[config.mk]
export PLATFORM = sky130hd
export DESIGN_NAME = em_reg
export DESIGN_NICKNAME = d
export VERILOG_FILES = /design/src/rtl/em_reg.sv
export SDC_FILE = /design/constraint.sdc
export NUM_CORES = 1
export LEC_CHECK = 0
export CORE_UTILIZATION = 39
export CTS_CLUSTER_DIAMETER = 40
export DETAILED_ROUTE_END_ITERATION = 12
export PLACE_DENSITY_LB_ADDON = 0.12
export SLEW_MARGIN = 20
export SYNTH_ARGS = -nofsm -noshare
export SYNTH_HDL_FRONTEND = slang
export SYNTH_SLANG_ARGS = --single-unit
[constraint.sdc]
create_clock -name clk -period 1.4 [get_ports clk]
set_clock_uncertainty 0.2 [all_clocks]
set_input_delay 0.28 -clock clk [delete_from_list [all_inputs] [get_ports clk]]
set_output_delay 0.28 -clock clk [all_outputs]
set_load 0.02 [all_outputs]
[src/rtl/em_reg.sv]
// Execute-to-Memory pipeline register with exception merging, hold, flush and bubble control.
// Optional feature macro: EM_REG_EXC_EN (exception merging, faulting-op squash, FLUSH_PC load).
module em_reg #(
  parameter logic [31:0] FLUSH_PC = 32'h0000_4180
) (
  input  logic        clk,
  input  logic        reset_n,
  input  logic        en,
  input  logic        req,
  input  logic        bubble,
  input  logic [31:0] E_PC,
  input  logic        E_BD,
  input  logic [31:0] E_ALURes,
  input  logic [31:0] E_RtData,
  input  logic [4:0]  E_RegAddr,
  input  logic        E_RegWrite,
  input  logic        E_IsLoad,
  input  logic        E_IsStore,
  input  logic        E_ExcValid,
  input  logic [4:0]  E_ExcCode,
  input  logic        E_ExcAriOv,
  input  logic        E_ExcDMOv,
  output logic [31:0] M_PC,
  output logic [31:0] M_ALURes,
  output logic [31:0] M_RtData,
  output logic [4:0]  M_RegAddr,
  output logic        M_RegWrite,
  output logic        M_IsLoad,
  output logic        M_IsStore,
  output logic        M_BD,
  output logic        M_ExcValid,
  output logic [4:0]  M_ExcCode,
  output logic        M_Valid
);

  localparam logic [4:0] ExcAdEL = 5'd4;
  localparam logic [4:0] ExcAdES = 5'd5;
  localparam logic [4:0] ExcOv   = 5'd12;

  typedef struct packed {
    logic [31:0] pc;
    logic        bd;
    logic [31:0] aluRes;
    logic [31:0] rtData;
    logic [4:0]  regAddr;
    logic        regWrite;
    logic        isLoad;
    logic        isStore;
    logic        excValid;
    logic [4:0]  excCode;
    logic        valid;
  } stage_t;

  stage_t      stageQ, stageD;
  logic        excValid;
  logic [4:0]  excCode;
  logic [31:0] flushPc;

`ifdef EM_REG_EXC_EN
  // Upstream exception outranks overflow; address overflow only counts for memory ops.
  always_comb begin
    excValid = 1'b1;
    excCode  = 5'd0;
    flushPc  = FLUSH_PC;
    if (E_ExcValid) begin
      excCode = E_ExcCode;
    end else if (E_ExcAriOv) begin
      excCode = ExcOv;
    end else if (E_ExcDMOv && E_IsLoad) begin
      excCode = ExcAdEL;
    end else if (E_ExcDMOv && E_IsStore) begin
      excCode = ExcAdES;
    end else begin
      excValid = 1'b0;
    end
  end
`else
  logic unused_exc;
  assign unused_exc = ^{E_ExcValid, E_ExcCode, E_ExcAriOv, E_ExcDMOv, FLUSH_PC,
                        ExcAdEL, ExcAdES, ExcOv};

  always_comb begin
    excValid = 1'b0;
    excCode  = 5'd0;
    flushPc  = 32'd0;
  end
`endif

  always_comb begin
    stageD = stageQ;
    if (req) begin
      stageD    = '0;
      stageD.pc = flushPc;
    end else if (en) begin
      if (bubble) begin
        stageD    = '0;
        stageD.pc = E_PC;
        stageD.bd = E_BD;
      end else begin
        stageD.pc       = E_PC;
        stageD.bd       = E_BD;
        stageD.aluRes   = E_ALURes;
        stageD.rtData   = E_RtData;
        stageD.regAddr  = E_RegAddr;
        stageD.regWrite = E_RegWrite & ~excValid;
        stageD.isLoad   = E_IsLoad & ~excValid;
        stageD.isStore  = E_IsStore & ~excValid;
        stageD.excValid = excValid;
        stageD.excCode  = excCode;
        stageD.valid    = 1'b1;
      end
    end
  end

  always_ff @(posedge clk) begin
    if (!reset_n) begin
      stageQ <= '0;
    end else begin
      stageQ <= stageD;
    end
  end

  assign M_PC       = stageQ.pc;
  assign M_BD       = stageQ.bd;
  assign M_ALURes   = stageQ.aluRes;
  assign M_RtData   = stageQ.rtData;
  assign M_RegAddr  = stageQ.regAddr;
  assign M_RegWrite = stageQ.regWrite;
  assign M_IsLoad   = stageQ.isLoad;
  assign M_IsStore  = stageQ.isStore;
  assign M_ExcValid = stageQ.excValid;
  assign M_ExcCode  = stageQ.excCode;
  assign M_Valid    = stageQ.valid;

endmodule

==> results of run 1 <==
[metrics by stage]
stage          util [%]  cell area [µm²]  total power [mW]  cells
2_1_floorplan         -             4295             3.668    442
3_3_place_gp      62.34             6523             4.160    765
3_5_place_dp      62.34             6523             4.177    765
4_1_cts           58.93             6166             5.851    781
5_1_grt           60.07             6285             6.081    781
6_report          60.07             6285             5.791    781
[cell usage after synthesis]
master,instances
clkbuf_8,1
buf_2,4
nand2b_1,73
a21oi_1,72
mux2i_1,33
buf_8,3
clkbuf_1,19
nor2_1,34
a211oi_2,1
conb_1,1
buf_6,10
buf_4,8
nand3b_1,72
dfxtp_1,106
[where the power goes]
group | internal (mW) | switching [mW]
Sequential | 3.09 | 0.0366
Combinational | 0.531 | 0.398
Clock | 0.666 | 1.07
[layout make-up]
type | count | area (µm²) | area share [%]
Sequential cell | 106 | 2126 | 33.82
Timing Repair Buffer | 232 | 1957 | 31.14
Multi-Input combinational cell | 291 | 1858 | 29.56
Tap cell | 136 | 170.2 | 2.708
Clock buffer | 9 | 123.9 | 1.971
Clock inverter | 7 | 50.05 | 0.7963
[metal layers]
metal  up-vias  global-route usage [%]  wire, µm
met1      1707                   23.97      4862
met5         -                       0         0
met3        10                   6.201      1104
met4         0                   6.654       142
li1       1854                       -         -
met2       159                   32.49      5163
[cells by family (layout without fill, tap and decap cells)]
group | count (synthesis) | after routing | synth area share, %
buffers and inverters | 45 | 248 | 7.548
other | 1 | 6 | 0.08769
AND/OR/NAND/NOR | 179 | 179 | 26.30
AO/OA/AOI/OAI | 73 | 73 | 8.719
flip-flops | 106 | 106 | 49.62
multiplexers | 33 | 33 | 7.724
[path summary, 6_finish.rpt]
kind / startpoint / end / slack [ns] / depth (start not counted)
worst max-delay path: M_ALURes[8] / M_ALURes[8] / 0.04 / 1
worst min-delay path: en / M_ALURes[30] / 0.12 / 3
worst max register to register: M_RtData[28] / M_RtData[28] / 0.50 / 3
worst min register to register: M_RtData[26] / M_RtData[26] / 0.26 / 2
[flip-flops by register name (all words and copies together), names as in the netlist]
name,count
M_RtData,32
M_IsLoad,1
M_BD,1
M_Valid,1
M_RegWrite,1
M_ALURes,32
M_PC,32
M_RegAddr,5
M_IsStore,1
[layout by cell type (no fill, tap or decap), drive strengths merged]
| master | n |
|---|---|
| buf | 124 |
| clkdlybuf4s50 | 107 |
| dfxtp | 106 |
| nand2b | 73 |
| nand3b | 72 |
| a21oi | 72 |
| nor2 | 34 |
| mux2i | 33 |
| clkbuf | 10 |
| conb | 6 |
| inv | 4 |
| clkinv | 3 |
| a211oi | 1 |
==> flow_summary.yaml, run 1 <==
place:
  io_buffers: 215
  place_congestion: 0.7176
  hpwl_mm: 7.976
  dp_slack_ns: -0.1606
drt:
  wl_per_cell_um: 14.43
  dr.pass1.iters: 4
  routed_wl_mm: 11.27
  post-route-drc-count: 0
  antenna_left: 0
  route.vias.total: 3730
  drt_iter0_markers: 223
  vias_per_cell: 4.776
floorplan:
  rows: 37
  start_util_pct: 40.88
  die_w_um: 106.7
  ios: 230
  fp.dieH_um: 106.7
  core_area_mm2: 0.01046
  dieArea_mm2: 0.01139
global_route:
  antenna_found_initial: 0
  overflow: 0
  grt_pass1_wl_mm: 17.95
  grt_pass1_vias: 3675
  grt_max_degree: 74
  gr-usage-all-layers_pct: 19.61
worst_setup_path:
  critPathArrivalTime_ns: 0.88
  critPathMaxStageDelay_ns: 0.36
  start_kind: "flop"
  cp_max_fo: 2
  endpoint_kind: "primary output"
  cp.required_ns: 0.92
  critPathBufInv: 1
  cp_slowest_cell: "dfxtp_1"
  worstSetupPathType: "reg -> out"
  critPathTopFamily: "flip-flops"
  crit_chain: "buf_2"
yosys:
  synth_top_area_cell: "dfxtp_1"
  synthTopCellsByArea: "dfxtp_1 (50%), nand3b_1 (13%), nand2b_1 (11%)"
  ys_types: 14
  netlist.area_leader.share_pct: 49.62
  syn-cell-area_mm2: 0.004277
  yosys_warnings: 0
  ys_ff_latch: 106
  seq_area_frac_synth_pct: 49.62
  post_synth.cell_area_avg_um2: 9.786
  synthCells: 437
timing:
  setup_viol: 0
  fin_crit_sh_pct: 97.09
  max_freq_mhz: 735.7
  slew_violations: 0
  fin_ws_ns: 0.04070
  fin_tns_setup_ns: 0
  hold_violations: 0
  timing.hold.ws_ns: 0.1205
  fin_crit_ns: 1.359
  rsz0062_at_grt: "false"
power:
  power.leakage_nw: 2.589
  ir_drop_v: 0.0005732
  p_per_area_mw_per_mm2: 921.4
clock_network:
  h-tree-depth: 3
  ctsHoldBuffers: 0
  cts_root_buffer: "clkbuf_8"
  clockBufferDepth: 2
  cts_buffers: 9
  clkLatencyLatePin_ns: 0.35
  cts_resized: 424
  cts_tree: "done"
  clkSinkCount: 106
  clk_pin_slew_ns: 0.11
  cts_setup_buffers: 0
layout:
  nNetsFinal: 758
  fill_cells: 976
  antenna_cells: 0
  area_growth_pct: 46.96
  drive_above_1_share_pct: 22.64
min_path:
  min_path_type: "in -> reg"
flow_run:
  maxCapViolCount: 0
status:
  outcome: "complete, no violations"
Power figures use the tool's default switching activity.
==> run 2: changes to the inputs <==
GPL_TIMING_DRIVEN = 0   (was not set)
==> flow_summary.yaml, run 2 (synthesis gave the netlist of run 1 again) <==
drt:
  route.vias.total: 3837
  antenna_left: 0
  routed_wl_mm: 12.29
  drt_iter0_markers: 160
  wl_per_cell_um: 15.25
  vias_per_cell: 4.761
  dr.pass1.iters: 4
  post-route-drc-count: 0
min_path:
  min_to: "M_RegAddr[0]"
  min_path_cells: 4
  min-delay-start: "en"
  min_path_type: "in -> reg"
power:
  p_switching_mw: 1.452
  power_frac_seq_pct: 51.0
  p_clk_share_pct: 33.1
  intPower_mw: 4.673
  swShare_pct: 23.71
  p_per_area_mw_per_mm2: 955.4
  ir_drop_v: 0.0005714
  power.leakage_nw: 2.658
  power_frac_comb_pct: 15.8
worst_setup_path:
  worstSetupPathType: "in -> reg"
  rrSetupSlack_ns: 0.57
  r2r_cells: 2
  cp_max_fo: 10
  path_common_cell: "buf_6"
  crit_chain: "clkdlybuf4s50_1, nand2b_1, buf_6, buf_6, buf_4, nor2_1"
  cp_slowest_cell: "clkdlybuf4s50_1"
  crit_start: "req"
  r2r_start: "M_PC[1]"
  cp.required_ns: 1.45
  critPathArrivalTime_ns: 1.43
  r2r_end: "M_PC[1]"
  critPathMaxStageDelay_ns: 0.44
  start_kind: "input port"
  endpoint_kind: "flop"
place:
  place_congestion: 0.7788
  place_area_mm2: 0.006608
  io_buffers: 214
  hpwl_mm: 9.011
timing:
  hold_violations: 0
  slew_violations: 0
  fin_crit_ns: 1.384
  fin_tns_setup_ns: 0
  fin_crit_sh_pct: 98.83
  max_freq_mhz: 722.7
  setup_viol: 0
layout:
  nNetsFinal: 785
  area_growth_pct: 49.91
  final_cell_mix: "clkdlybuf4s50_1 (107), dfxtp_1 (102), nand2b_1 (73), nand3b_1 (72), a21oi_1 (72)"
  antenna_cells: 0
  layout_commonest_cell: "clkdlybuf4s50_1"
  design_area_mm2: 0.006411
  drive_above_1_share_pct: 23.28
floorplan:
  die_w_um: 106.7
  ios: 230
  core_area_mm2: 0.01046
  start_util_pct: 40.88
  dieArea_mm2: 0.01139
  rows: 37
  fp.dieH_um: 106.7
global_route:
  grt_pass1_wl_mm: 18.95
  overflow: 0
  gr-usage-all-layers_pct: 21.25
  grt_max_degree: 16
  grt_pass1_vias: 3846
  antenna_found_initial: 0
clock_network:
  clkLatencyLatePin_ns: 0.36
  clk_pin_slew_ns: 0.10
  clkSinkCount: 106
  cts_root_buffer: "clkbuf_8"
  cts_setup_buffers: 0
  ctsHoldBuffers: 0
  cts_buffers: 9
  clockBufferDepth: 2
  h-tree-depth: 3
  cts_tree: "done"
status:
  outcome: "complete, no violations"
flow_run:
  maxCapViolCount: 0
-- run 2: worst max-delay path by stage --
| stage | cells after the start | slack (ns) | to |
|---|---|---|---|
| floorplan | 5 | 0.19 | M_PC[28] |
| global placement | 4 | -0.60 | M_ALURes[28] |
| detailed placement | 4 | -0.57 | M_ALURes[28] |
| CTS | 1 | 0.001 | M_RtData[10] |
| global route | 6 | -0.003 | M_PC[17] |
| finish | 6 | 0.02 | M_PC[17] |
-- run 2: critical path, delay by kind of cell --
family / cells / cell delay (ns)
buffers and inverters: 4 / 0.94
AND/OR/NAND/NOR: 2 / 0.20
-- run 2: layer usage --
metal	routed length, µm	track usage (%)	up-vias	share of wire (%)
met4	129	7.339	0	1.0
met5	0	0	-	0
met3	1156	7.477	9	9.4
met2	5803	35.76	147	47
li1	-	-	1907	-
met1	5203	25.00	1774	42
-- run 2: repair_timing --
action / in CTS / in global routing
setup endpoints to repair: 209 / 59
cloned: 0 / 0
gates resized for setup: 438 / 46
-- run 2: cell type report --
cell class / instances / area, µm²
Buffer: 45 / 344.1
Clock buffer: 11 / 141.4
Clock inverter: 3 / 65.06
Fill cell: 977 / 4051
Multi-Input combinational cell: 291 / 1851
Sequential cell: 106 / 2127
Tap cell: 136 / 170.2
Timing Repair Buffer: 214 / 1713
-- run 2: stage by stage --
stage,util (%),std cells,total power [mW],hold WS (ns),setup slack (ns)
final,61.28,806,6.125,0.2053,0.01633
after global routing,61.28,806,6.361,0.2310,-0.003236
after CTS,60.26,806,6.170,0.1979,0.001125
after detailed placement,63.15,792,4.212,0.2606,-0.5680
after global placement,63.15,792,4.200,0.2531,-0.5976
after floorplan,-,442,3.668,0.2272,0.1901
-- run 2: power by group through the flow --
stage,clock [mW],combinational [mW],sequential (mW)
6_report,2.03,0.971,3.12
5_1_grt,2.19,1.04,3.13
4_1_cts,2.09,0.962,3.12
3_5_place_dp,0,1.02,3.19
3_3_place_gp,0,1.01,3.19
2_1_floorplan,0,0.386,3.28
